File: src/rtl/lpfull_decimate_pack.sv
// Decimate-by-2 and pack: keeps every other lane of two consecutive 8-lane words,
// saturates each kept sample to OUTBITS and emits one packed 8-lane word per pair.
module lpfull_decimate_pack #(
    parameter int INBITS      = 13,
    parameter int OUTBITS     = 12,
    parameter int DECIM_PHASE = 0,
    localparam int NSAMPS     = 8
) (
    input  logic                             clk_i,
    input  logic                             rst_i,
    input  logic [NSAMPS-1:0][INBITS-1:0]    dat_i,
    input  logic                             sync_i,
    input  logic                             sat_clr_i,
    output logic [NSAMPS-1:0][OUTBITS-1:0]   dat_o,
    output logic                             valid_o,
    output logic [15:0]                      sat_cnt_o
);

    localparam int unsigned NKEEP = NSAMPS / 2;
    localparam int unsigned PH    = (DECIM_PHASE != 0) ? 1 : 0;

    localparam logic [OUTBITS-1:0] POS_MAX = {1'b0, {(OUTBITS-1){1'b1}}};
    localparam logic [OUTBITS-1:0] NEG_MIN = {1'b1, {(OUTBITS-1){1'b0}}};

    typedef enum logic {PH0, PH1} phase_t;

    phase_t ph;
    phase_t ph_next;
    phase_t word_ph;

    logic [NKEEP-1:0][OUTBITS-1:0] kept_sat;
    logic [NKEEP-1:0][OUTBITS-1:0] hold;
    logic [NKEEP-1:0]              clip;
    logic [2:0]                    clip_cnt;
    logic [16:0]                   cnt_sum;
    logic [15:0]                   cnt_next;

    // A sample clips when its discarded top bits are not a pure sign extension.
    always_comb begin
        kept_sat = '0;
        clip     = '0;
        clip_cnt = '0;
        for (int unsigned k = 0; k < NKEEP; k++) begin
            clip[k] = !((&dat_i[2*k+PH][INBITS-1:OUTBITS-1]) ||
                        !(|dat_i[2*k+PH][INBITS-1:OUTBITS-1]));
            if (clip[k]) begin
                kept_sat[k] = dat_i[2*k+PH][INBITS-1] ? NEG_MIN : POS_MAX;
            end else begin
                kept_sat[k] = dat_i[2*k+PH][OUTBITS-1:0];
            end
            clip_cnt = clip_cnt + 3'(clip[k]);
        end
        cnt_sum  = {1'b0, sat_cnt_o} + 17'(clip_cnt);
        cnt_next = sat_clr_i ? 16'(clip_cnt) : (cnt_sum[16] ? '1 : cnt_sum[15:0]);
    end

    always_ff @(posedge clk_i or posedge rst_i) begin
        if (rst_i) begin
            ph <= PH0;
        end else begin
            ph <= ph_next;
        end
    end

    // sync_i overrides the running phase so the current word always starts a pair.
    always_comb begin
        word_ph = sync_i ? PH0 : ph;
        ph_next = (word_ph == PH0) ? PH1 : PH0;
    end

    always_ff @(posedge clk_i or posedge rst_i) begin
        if (rst_i) begin
            hold      <= '0;
            dat_o     <= '0;
            valid_o   <= 1'b0;
            sat_cnt_o <= '0;
        end else begin
            sat_cnt_o <= cnt_next;
            valid_o   <= 1'b0;
            if (word_ph == PH0) begin
                hold <= kept_sat;
            end else begin
                dat_o   <= {kept_sat, hold};
                valid_o <= 1'b1;
            end
        end
    end

endmodule

File: config.mk
export PLATFORM = sky130hd
export DESIGN_NAME = lpfull_decimate_pack
export DESIGN_NICKNAME = d
export VERILOG_FILES = /design/src/rtl/lpfull_decimate_pack.sv
export SDC_FILE = /design/constraint.sdc
export NUM_CORES = 1
export LEC_CHECK = 0
export CAP_MARGIN = 20
export CORE_ASPECT_RATIO = 1.75
export CORE_UTILIZATION = 38
export CTS_BUF_LIST = sky130_fd_sc_hd__clkbuf_8
export DETAILED_ROUTE_END_ITERATION = 8
export GPL_TIMING_DRIVEN = 0
export MAX_ROUTING_LAYER = met4
export PLACE_DENSITY = 0.77
export SKIP_CTS_REPAIR_TIMING = 1
export SYNTH_ARGS = -nofsm -noshare
export SYNTH_HDL_FRONTEND = slang
export SYNTH_SLANG_ARGS = --single-unit
File: constraint.sdc
create_clock -name clk_i -period 15.7 [get_ports clk_i]
set_input_delay 3.14 -clock clk_i [delete_from_list [all_inputs] [get_ports clk_i]]
set_output_delay 3.14 -clock clk_i [all_outputs]
set_load 0.02 [all_outputs]
==> results of run 1 <==
==> stage by stage <==
stage | std cells | worst slack, ns | hold WS (ns) | instance area [sq um]
6_report | 1106 | 9.03 | 0.456 | 8870
5_1_grt | 1106 | 8.77 | 0.487 | 8870
4_1_cts | 1105 | 9.03 | 0.457 | 8860
3_5_place_dp | 1073 | 8.56 | 0.446 | 8480
3_3_place_gp | 1072 | 6.04 | 0.436 | 8450
2_1_floorplan | 680 | 8.18 | 0.427 | 6490
==> worst min-delay path by stage <==
stage,cells after the start,to,start,slack (ns)
6_report,2,dat_o[46]$_DFFE_PP0P_,hold[46]$_DFFE_PP0N_,0.46
5_1_grt,2,dat_o[46]$_DFFE_PP0P_,hold[46]$_DFFE_PP0N_,0.49
4_1_cts,2,dat_o[46]$_DFFE_PP0P_,hold[46]$_DFFE_PP0N_,0.46
3_5_place_dp,2,dat_o[46]$_DFFE_PP0P_,hold[46]$_DFFE_PP0N_,0.45
3_3_place_gp,2,dat_o[39]$_DFFE_PP0P_,hold[39]$_DFFE_PP0N_,0.44
2_1_floorplan,2,dat_o[36]$_DFFE_PP0P_,hold[36]$_DFFE_PP0N_,0.43
==> routing by layer <==
| metal | vias up | global-route usage, % | part of all wire [%] |
|---|---|---|---|
| met5 | - | - | 0 |
| met4 | 0 | 10.1 | 3.8 |
| met3 | 39 | 4.48 | 4.4 |
| met2 | 172 | 36.9 | 54 |
| met1 | 2647 | 23.8 | 38 |
| li1 | 2606 | - | - |
==> sequential cells by signal, summed over array words and instances (netlist names) <==
| name | count |
|---|---|
| valid_o | 1 |
| ph | 1 |
| dat_o | 96 |
| sat_cnt_o | 16 |
| hold | 48 |
==> cells in the final DEF (no fill, tap or decap), types with 2 or more instances in the layout <==
cell	netlist	final
a21oi_1	83	83
a31oi_1	5	5
clkbuf_1	39	39
clkbuf_8	0	17
clkdlybuf4s50_1	0	168
clkinv_4	0	3
clkinvlp_4	0	2
dfrtp_1	162	162
fa_1	2	2
ha_1	13	13
inv_1	16	16
inv_6	0	5
inv_8	0	3
nand2_1	200	200
nand2b_1	2	2
nand3_1	3	3
nand4_1	2	2
nor2_1	50	50
nor3_1	3	3
nor4_1	3	3
o21ai_0	73	73
xnor2_1	5	5
xor2_1	3	3
==> cell families after synthesis <==
family	after synthesis	synth area share, %
XOR/XNOR	8	1.08
buffers and inverters	57	3.30
adder cells (fa/ha/maj)	15	3.12
AND/OR/NAND/NOR	268	16.2
flip-flops	162	62.5
AO/OA/AOI/OAI	170	13.8
==> power groups by stage <==
stage / Clock, mW / Combinational (mW) / Sequential (mW)
2_1_floorplan: 0 / 0.108 / 0.583
3_3_place_gp: 0 / 0.316 / 0.527
3_5_place_dp: 0 / 0.323 / 0.529
4_1_cts: 0.303 / 0.325 / 0.521
5_1_grt: 0.320 / 0.351 / 0.529
6_report: 0.297 / 0.321 / 0.520
==> worst reg2reg max path: stages (launching register included) <==
cell,delay (ns)
dfrtp_1,0.39
ha_1,0.21
inv_1,0.07
fa_1,0.40
nand2b_1,0.23
a211oi_2,0.49
nand2_1,0.13
clkbuf_1,0.27
a31oi_1,0.23
==> cell type report <==
class	count	area (sq um)
fill	1505	7660
sequential	162	4050
multi-input combinational	461	2220
timing repair buffer	169	1710
tap	224	280
clock buffer	17	234
buffer	40	150
clock inverter	15	146
inverter	17	71.3
antenna	1	2.50
==> flow_metrics.py, run 1 <==
metrics = {
    "synth": {
        "yosysSeqAreaShare_pct": 62.5,
        "yosys.cell_count.top_type": "nand2_1",
        "ys_top_cells_by_area": "dfrtp_1, nand2_1, a21oi_1",
        "syn-cell-area_sq_mm": 0.00649,
        "ys_seq_elements": 162,
        "syn_inst": 680,
        "synth_edf_count": 0,
        "ys_top_cells_by_count": "nand2_1, dfrtp_1, a21oi_1, o21ai_0, nor2_1",
        "synth_nets": 803,
        "synth_warnings": 0,
        "yosysTopAreaCellShare_pct": 62.5,
        "synth_area_per_cell_sq_um": 9.54,
        "synth_ff_type": "dfrtp_1",
        "synthArstFlopShare_pct": 100,
        "ys_types": 33,
        "synth.largest_area_cell": "dfrtp_1",
    },
    "timing": {
        "drv_slew": 0,
        "tightest_slew_ns": 0.669,
        "clock_skew_ns": 0.0126,
        "maxSlewHeadroom_pct": 55.4,
        "rsz0062_at_grt": "false",
        "hold_viol": 0,
        "fmax_mhz": 150,
        "setup_tns_ns": 0,
        "setup_viol": 0,
        "post-route-period-util_pct": 42.5,
        "layout_min_cycle_time_ns": 6.67,
    },
    "critical_path": {
        "cp_num_buf_inv": 6,
        "slowest_stage": "a211oi_2",
        "reg2reg_from": "sat_cnt_o[0]$_DFF_PP0_",
        "setup.worst_path.end_class": "register",
        "cp_max_fo": 10,
        "cp-start-kind": "input port",
        "cp_cell_sequence": "clkdlybuf4s50_1 > inv_1 > ha_1 > clkbuf_1 > inv_1 > ha_1 > ha_1 > inv_1 > fa_1 > nand2b_1 > a211oi_2 > nand2_1 > clkbuf_1 > a31oi_1",
        "crit_family": "buffers and inverters",
        "arrival_ns": 7.03,
        "rr_worst_depth": 8,
        "critical_path.endpoint": "sat_cnt_o[2]$_DFF_PP0_",
        "worstSetupPathType": "in2reg",
        "r2r-end": "sat_cnt_o[2]$_DFF_PP0_",
        "crit_required_ns": 16.05,
        "cp.depth": 14,
        "r2r_setup_slack_ns": 13.21,
        "crit_start": "dat_i[63]",
        "cpPeakStageDelay_ns": 0.49,
    },
    "clock_tree": {
        "cts.clk_slew.worst_paths_ns": 0.10,
        "root_buffer": "clkbuf_8",
        "clk_path_buf_depth": 2,
        "cts.sinks": 162,
        "cts_buffers": 17,
        "worstSkewPairLatency_ns": 0.44,
        "htree_num_levels": 4,
        "cts_tree": "done",
    },
    "detailed_routing": {
        "drt-total-wl_mm": 17.7,
        "wl_per_cell_um": 16.0,
        "firstDrtPassIters": 5,
        "vias": 5464,
        "drtAntennaViolNets": 0,
        "viasPerCell": 4.94,
        "drc_errors": 0,
        "drt_first_iter_violations": 213,
    },
    "pwr": {
        "power.leakage_nw": 3.95,
        "finalPower_mw": 1.14,
        "power.share.combinational_pct": 28.2,
        "pwr-share-clk_pct": 26.1,
        "power.internal_mw": 0.754,
        "power_density_mw_per_mm2": 128,
        "switchingPower_mw": 0.385,
        "p_seq_share_pct": 45.7,
        "swShare_pct": 33.8,
        "ir_drop_uv": 81.4,
    },
    "placed_design": {
        "gp_congestion": 0.812,
        "io_buffers": 168,
        "dp_hpwl_mm": 13.1,
    },
    "global_routing": {
        "grt_max_degree": 105,
        "overflow": 0,
        "first_global_vias": 5570,
        "grt_first_pass_wirelength_mm": 28.1,
        "grt_usage_pct": 21.6,
        "antenna_found_initial": 1,
    },
    "floorplan": {
        "die_y_um": 175,
        "coreArea_sq_mm": 0.0165,
        "die_w_um": 101,
        "rows": 62,
        "start_util_pct": 39.3,
        "num_io_pins": 221,
        "die-area_sq_mm": 0.0176,
    },
    "final_layout": {
        "fin_util_pct": 53.7,
        "drive_gt1_share_pct": 4.20,
        "area_growth_pct": 36.7,
        "nets": 991,
    },
    "job": {
        "maxCapViolations": 0,
    },
    "hold_path": {
        "holdCritPathClass": "reg2reg",
    },
    "outcome": {
        "status": "complete, no violations",
    },
}
Power figures use the tool's default switching activity.
==> run 2: changes to the inputs <==
--- a/config.mk
+++ b/config.mk
@@ -12,7 +12,7 @@
 export DETAILED_ROUTE_END_ITERATION = 8
 export GPL_TIMING_DRIVEN = 0
 export MAX_ROUTING_LAYER = met4
-export PLACE_DENSITY = 0.77
+export PLACE_DENSITY = 0.79
 export SKIP_CTS_REPAIR_TIMING = 1
 export SYNTH_ARGS = -nofsm -noshare
 export SYNTH_HDL_FRONTEND = slang
==> constraint.sdc (replaced) <==
create_clock -name clk_i -period 5.43 [get_ports clk_i]
set_input_delay 1.086 -clock clk_i [delete_from_list [all_inputs] [get_ports clk_i]]
set_output_delay 1.086 -clock clk_i [all_outputs]
set_load 0.02 [all_outputs]
==> flow_metrics.py, run 2 (same netlist as run 1, synthesis figures left out) <==
metrics = {
    "outcome": {
        "status": "complete, no violations",
    },
    "detailed_routing": {
        "wl_per_cell_um": 16.3,
        "drtAntennaViolNets": 0,
        "drt_first_iter_violations": 194,
        "firstDrtPassIters": 4,
        "viasPerCell": 4.97,
        "vias": 5513,
        "drt-total-wl_mm": 18.1,
        "drc_errors": 0,
    },
    "critical_path": {
        "cp.depth": 14,
        "crit_required_ns": 5.80,
        "slowest_stage": "fa_1",
        "worstSetupPathType": "in2reg",
        "arrival_ns": 4.99,
        "cp-start-kind": "input port",
        "rr_worst_depth": 8,
        "cp_max_fo": 10,
        "setup.worst_path.end_class": "register",
        "cp_num_buf_inv": 5,
        "cp_cell_sequence": "clkdlybuf4s50_1 > inv_1 > ha_1 > fa_1 > inv_1 > ha_1 > ha_1 > inv_1 > fa_1 > nand2b_1 > a211oi_2 > nand2_1 > clkbuf_1 > a31oi_1",
        "crit_family": "adder cells",
        "cpPeakStageDelay_ns": 0.57,
    },
    "final_layout": {
        "drive_gt1_share_pct": 4.75,
        "top_register": "dat_o",
        "multi_input_area_sq_mm": 0.00222,
        "area_growth_pct": 37.6,
        "num-fill-cells": 1474,
        "largest_register_ffs": 96,
        "final_common_cell": "nand2_1",
        "top_regs": "dat_o (96), hold (48), sat_cnt_o (16)",
        "antennaDiodeCount": 0,
        "seqCellArea_sq_mm": 0.00405,
        "nets": 995,
        "final_cell_mix": "nand2_1, clkdlybuf4s50_1, dfrtp_1",
    },
    "timing": {
        "setup_tns_ns": 0,
        "rsz0062_at_grt": "false",
        "fmax_mhz": 216,
        "layout_min_cycle_time_ns": 4.62,
        "timing.final.ws_setup_ns": 0.806,
        "drv_slew": 0,
        "maxSlewHeadroom_pct": 58.4,
        "hold_viol": 0,
        "setup_viol": 0,
        "tightest_slew_ns": 0.620,
        "post-route-period-util_pct": 85.2,
        "clock_skew_ns": 0.0141,
    },
    "clock_tree": {
        "cts.clk_slew.worst_paths_ns": 0.10,
        "root_buffer": "clkbuf_8",
        "cts_tree": "done",
        "worstSkewPairLatency_ns": 0.45,
        "clk_path_buf_depth": 2,
        "htree_num_levels": 4,
        "cts.sinks": 162,
        "cts_buffers": 17,
    },
    "global_routing": {
        "first_global_vias": 5857,
        "grt_usage_pct": 22.5,
        "grt_max_degree": 45,
        "antenna_found_initial": 0,
        "overflow": 0,
        "grt_first_pass_wirelength_mm": 29.2,
    },
    "floorplan": {
        "die-area_sq_mm": 0.0176,
        "rows": 62,
        "num_io_pins": 221,
        "coreArea_sq_mm": 0.0165,
        "start_util_pct": 39.3,
        "die_y_um": 175,
        "die_w_um": 101,
    },
    "placed_design": {
        "io_buffers": 168,
        "dp_slack_ns": 0.338,
        "dp_hpwl_mm": 13.6,
        "gp_congestion": 0.877,
    },
    "job": {
        "maxCapViolations": 0,
    },
    "hold_path": {
        "whs_path_depth": 2,
        "holdCritPathClass": "reg2reg",
    },
    "pwr": {
        "power_density_mw_per_mm2": 368,
        "ir_drop_uv": 209,
        "power.leakage_nw": 3.96,
    },
}
[run 2: final timing paths]
path	startpoint	end	slack, ns
min	hold[39]$_DFFE_PP0N_	dat_o[39]$_DFFE_PP0P_	0.47
min in group asynchronous	rst_i	dat_o[34]$_DFFE_PP0P_	0.99
max reg2reg	sat_cnt_o[0]$_DFF_PP0_	sat_cnt_o[2]$_DFF_PP0_	2.87
min reg2reg	hold[39]$_DFFE_PP0N_	dat_o[39]$_DFFE_PP0P_	0.47
max in group asynchronous	rst_i	dat_o[51]$_DFFE_PP0P_	3.52
max	dat_i[89]	sat_cnt_o[2]$_DFF_PP0_	0.81
[run 2: layer usage]
metal / global-route usage [%] / vias to the layer above / share of wire, %
li1: - / 2626 / -
met1: 23.4 / 2651 / 37
met2: 39.4 / 182 / 54
met3: 3.96 / 54 / 4.4
met4: 12.6 / 0 / 4.8
met5: - / - / 0
[run 2: final cells by class]
cell class                 instances  share of cell area [%]
sequential                       162                    45.4
multi-input combinational        461                    24.9
tap                              224                    3.14
inverter                          17                   0.757
clock inverter                    15                    1.57
buffer                            40                    1.68
timing repair buffer             173                    20.0
clock buffer                      17                    2.62
[run 2: stage by stage]
stage          power (mW)  instances  util [%]  area (sq um)  hold slack (ns)
6_report             3.28       1109      54.0          8930            0.469
5_1_grt              3.46       1109      54.0          8930            0.489
4_1_cts              3.31       1109      54.0          8930            0.473
3_5_place_dp         2.47       1077      51.8          8550            0.450
3_3_place_gp         2.44       1072      51.2          8450            0.438
2_1_floorplan        2.00        680         -          6490            0.427
[run 2: worst register-to-register path: cells and delay by family, from the launching register on]
family | cells | cell delay [ns]
AOI/OAI and AO/OA | 2 | 0.74
adders and majority gates | 2 | 0.62
buffers and inverters | 2 | 0.35
DFF | 1 | 0.41
and+or+nand+nor | 2 | 0.36
[run 2: power by group]
| part | switching, mW | internal [mW] |
|---|---|---|
| sequential | 0.112 | 1.40 |
| clock | 0.501 | 0.338 |
| combinational | 0.526 | 0.413 |
==> run 3: changes to the inputs <==
--- a/config.mk
+++ b/config.mk
@@ -9,10 +9,12 @@
 export CORE_ASPECT_RATIO = 1.75
 export CORE_UTILIZATION = 38
 export CTS_BUF_LIST = sky130_fd_sc_hd__clkbuf_8
+export CTS_CLUSTER_DIAMETER = 60
 export DETAILED_ROUTE_END_ITERATION = 8
 export GPL_TIMING_DRIVEN = 0
+export HOLD_SLACK_MARGIN = 0.06
 export MAX_ROUTING_LAYER = met4
-export PLACE_DENSITY = 0.79
+export PLACE_DENSITY = 0.77
 export SKIP_CTS_REPAIR_TIMING = 1
 export SYNTH_ARGS = -nofsm -noshare
 export SYNTH_HDL_FRONTEND = slang
==> constraint.sdc (replaced) <==
create_clock -name clk_i -period 4.7 [get_ports clk_i]
set_input_delay 0.94 -clock clk_i [delete_from_list [all_inputs] [get_ports clk_i]]
set_output_delay 0.94 -clock clk_i [all_outputs]
set_load 0.02 [all_outputs]
==> flow_metrics.py, run 3 (same netlist as run 1, synthesis figures left out) <==
metrics = {
    "pwr": {
        "power_density_mw_per_mm2": 434,
        "ir_drop_uv": 234,
        "power.leakage_nw": 3.98,
    },
    "global_routing": {
        "first_global_vias": 5686,
        "grt_usage_pct": 21.9,
        "antenna_found_initial": 0,
        "grt_max_degree": 44,
        "grt_first_pass_wirelength_mm": 28.6,
        "overflow": 0,
    },
    "critical_path": {
        "r2r_setup_slack_ns": 2.19,
        "cp_max_fo": 10,
        "setup.worst_path.end_class": "register",
        "cp-start-kind": "input port",
        "rr_worst_depth": 8,
        "slowest_stage": "fa_1",
        "cp_cell_sequence": "clkdlybuf4s50_1 > inv_1 > ha_1 > fa_1 > inv_1 > ha_1 > ha_1 > inv_1 > fa_1 > nand2b_1 > a211oi_2 > nand2_1 > clkbuf_1 > a31oi_1",
        "crit_required_ns": 5.06,
        "arrival_ns": 4.78,
        "worstSetupPathType": "in2reg",
        "cp_num_buf_inv": 5,
        "crit_family": "adder cells",
        "cpPeakStageDelay_ns": 0.56,
        "r2r-end": "sat_cnt_o[2]$_DFF_PP0_",
        "cp.depth": 14,
        "reg2reg_from": "sat_cnt_o[0]$_DFF_PP0_",
    },
    "timing": {
        "setup_viol": 0,
        "hold_viol": 0,
        "tightest_slew_ns": 0.682,
        "layout_min_cycle_time_ns": 4.42,
        "clock_skew_ns": 0.0180,
        "post-route-period-util_pct": 94.0,
        "fmax_mhz": 226,
        "drv_slew": 0,
        "rsz0062_at_grt": "false",
        "setup_tns_ns": 0,
        "maxSlewHeadroom_pct": 54.4,
    },
    "detailed_routing": {
        "viasPerCell": 4.96,
        "met3_length_um": 709,
        "dr_wl_met2_mm": 9.56,
        "drtAntennaViolNets": 0,
        "vias": 5494,
        "drt-total-wl_mm": 17.8,
        "wl_per_cell_um": 16.1,
        "m1WireLength_mm": 6.77,
        "firstDrtPassIters": 5,
        "drc_errors": 0,
        "drt_first_iter_violations": 161,
        "top_layer": "met4",
    },
    "final_layout": {
        "drive_gt1_share_pct": 4.64,
        "instances_no_fill": 1107,
        "final_cell_mix": "nand2_1, clkdlybuf4s50_1, dfrtp_1",
        "top_register": "dat_o",
        "antennaDiodeCount": 0,
        "top_regs": "dat_o (96), hold (48), sat_cnt_o (16)",
        "largest_register_ffs": 96,
        "nets": 993,
        "area_growth_pct": 38.0,
        "final_common_cell": "nand2_1",
    },
    "placed_design": {
        "dp.cells": 1076,
        "io_buffers": 168,
        "gp_congestion": 0.783,
        "dp_hpwl_mm": 13.6,
    },
    "hold_path": {
        "whs_path_depth": 2,
        "holdCritPathClass": "reg2reg",
        "worstHoldStart": "hold[40]$_DFFE_PP0N_",
        "whs_endpoint": "dat_o[40]$_DFFE_PP0P_",
    },
    "clock_tree": {
        "root_buffer": "clkbuf_8",
        "htree_num_levels": 4,
        "cts.sinks": 162,
        "cts_buffers": 17,
        "worstSkewPairLatency_ns": 0.43,
        "cts_tree": "done",
        "cts.clk_slew.worst_paths_ns": 0.10,
        "clk_path_buf_depth": 2,
    },
    "floorplan": {
        "start_util_pct": 39.3,
        "die-area_sq_mm": 0.0176,
        "coreArea_sq_mm": 0.0165,
        "num_io_pins": 221,
        "die_w_um": 101,
        "die_y_um": 175,
        "rows": 62,
    },
    "job": {
        "maxCapViolations": 0,
    },
    "outcome": {
        "status": "complete, no violations",
    },
}
run 3: changes by cell type in the layout (fill, tap and decap cells not counted), sizes merged:
| cell | before | now |
|---|---|---|
| buf | 6 | 5 |
| bufinv | 0 | 2 |
| clkinv | 3 | 4 |
| clkinvlp | 5 | 2 |
| inv | 24 | 23 |
run 3: final cells by class:
type / instances / area [sq um]
Buffer: 39 / 146
Clock buffer: 18 / 248
Sequential cell: 162 / 4050
Clock inverter: 14 / 168
Tap cell: 224 / 280
Multi-Input combinational cell: 461 / 2220
Fill cell: 1476 / 7570
Timing Repair Buffer: 172 / 1770
Inverter: 17 / 67.6
run 3: how the worst max path moves through the flow:
stage                         start  slack, ns                      end
final                     dat_i[89]       0.28   sat_cnt_o[2]$_DFF_PP0_
after CTS                 dat_i[63]       0.24   sat_cnt_o[2]$_DFF_PP0_
after global routing      dat_i[89]       0.07   sat_cnt_o[2]$_DFF_PP0_
after detailed placement  dat_i[63]      -0.22   sat_cnt_o[2]$_DFF_PP0_
after floorplan           dat_i[89]       0.82  sat_cnt_o[10]$_DFF_PP0_
after global placement    dat_i[63]      -0.13   sat_cnt_o[2]$_DFF_PP0_
run 3: tightest hold or removal path: stages, from the launching register on:
cell	delay [ns]
dfrtp_1	0.33
nand2_1	0.05
nand2_1	0.05
run 3: routing by layer:
layer	vias to the layer above	global-route usage (%)
li1	2614	-
met1	2666	23.4
met2	169	38.4
met3	45	3.44
met4	0	11.4
met5	-	-
run 3: stage by stage:
step	hold slack (ns)	worst slack (ns)	instance area, sq um	total power [mW]	utilization (%)
finish	0.464	0.282	8950	3.89	54.2
global placement	0.438	-0.135	8450	2.81	51.2
floorplan	0.427	0.816	6490	2.31	-
detailed placement	0.443	-0.223	8540	2.86	51.7
CTS	0.463	0.240	8960	3.91	54.2
global route	0.487	0.0749	8950	4.08	54.2
run 3: where the power goes:
group	internal (mW)	switching [mW]
logic	0.475	0.606
clock network	0.507	0.560
registers	1.61	0.126
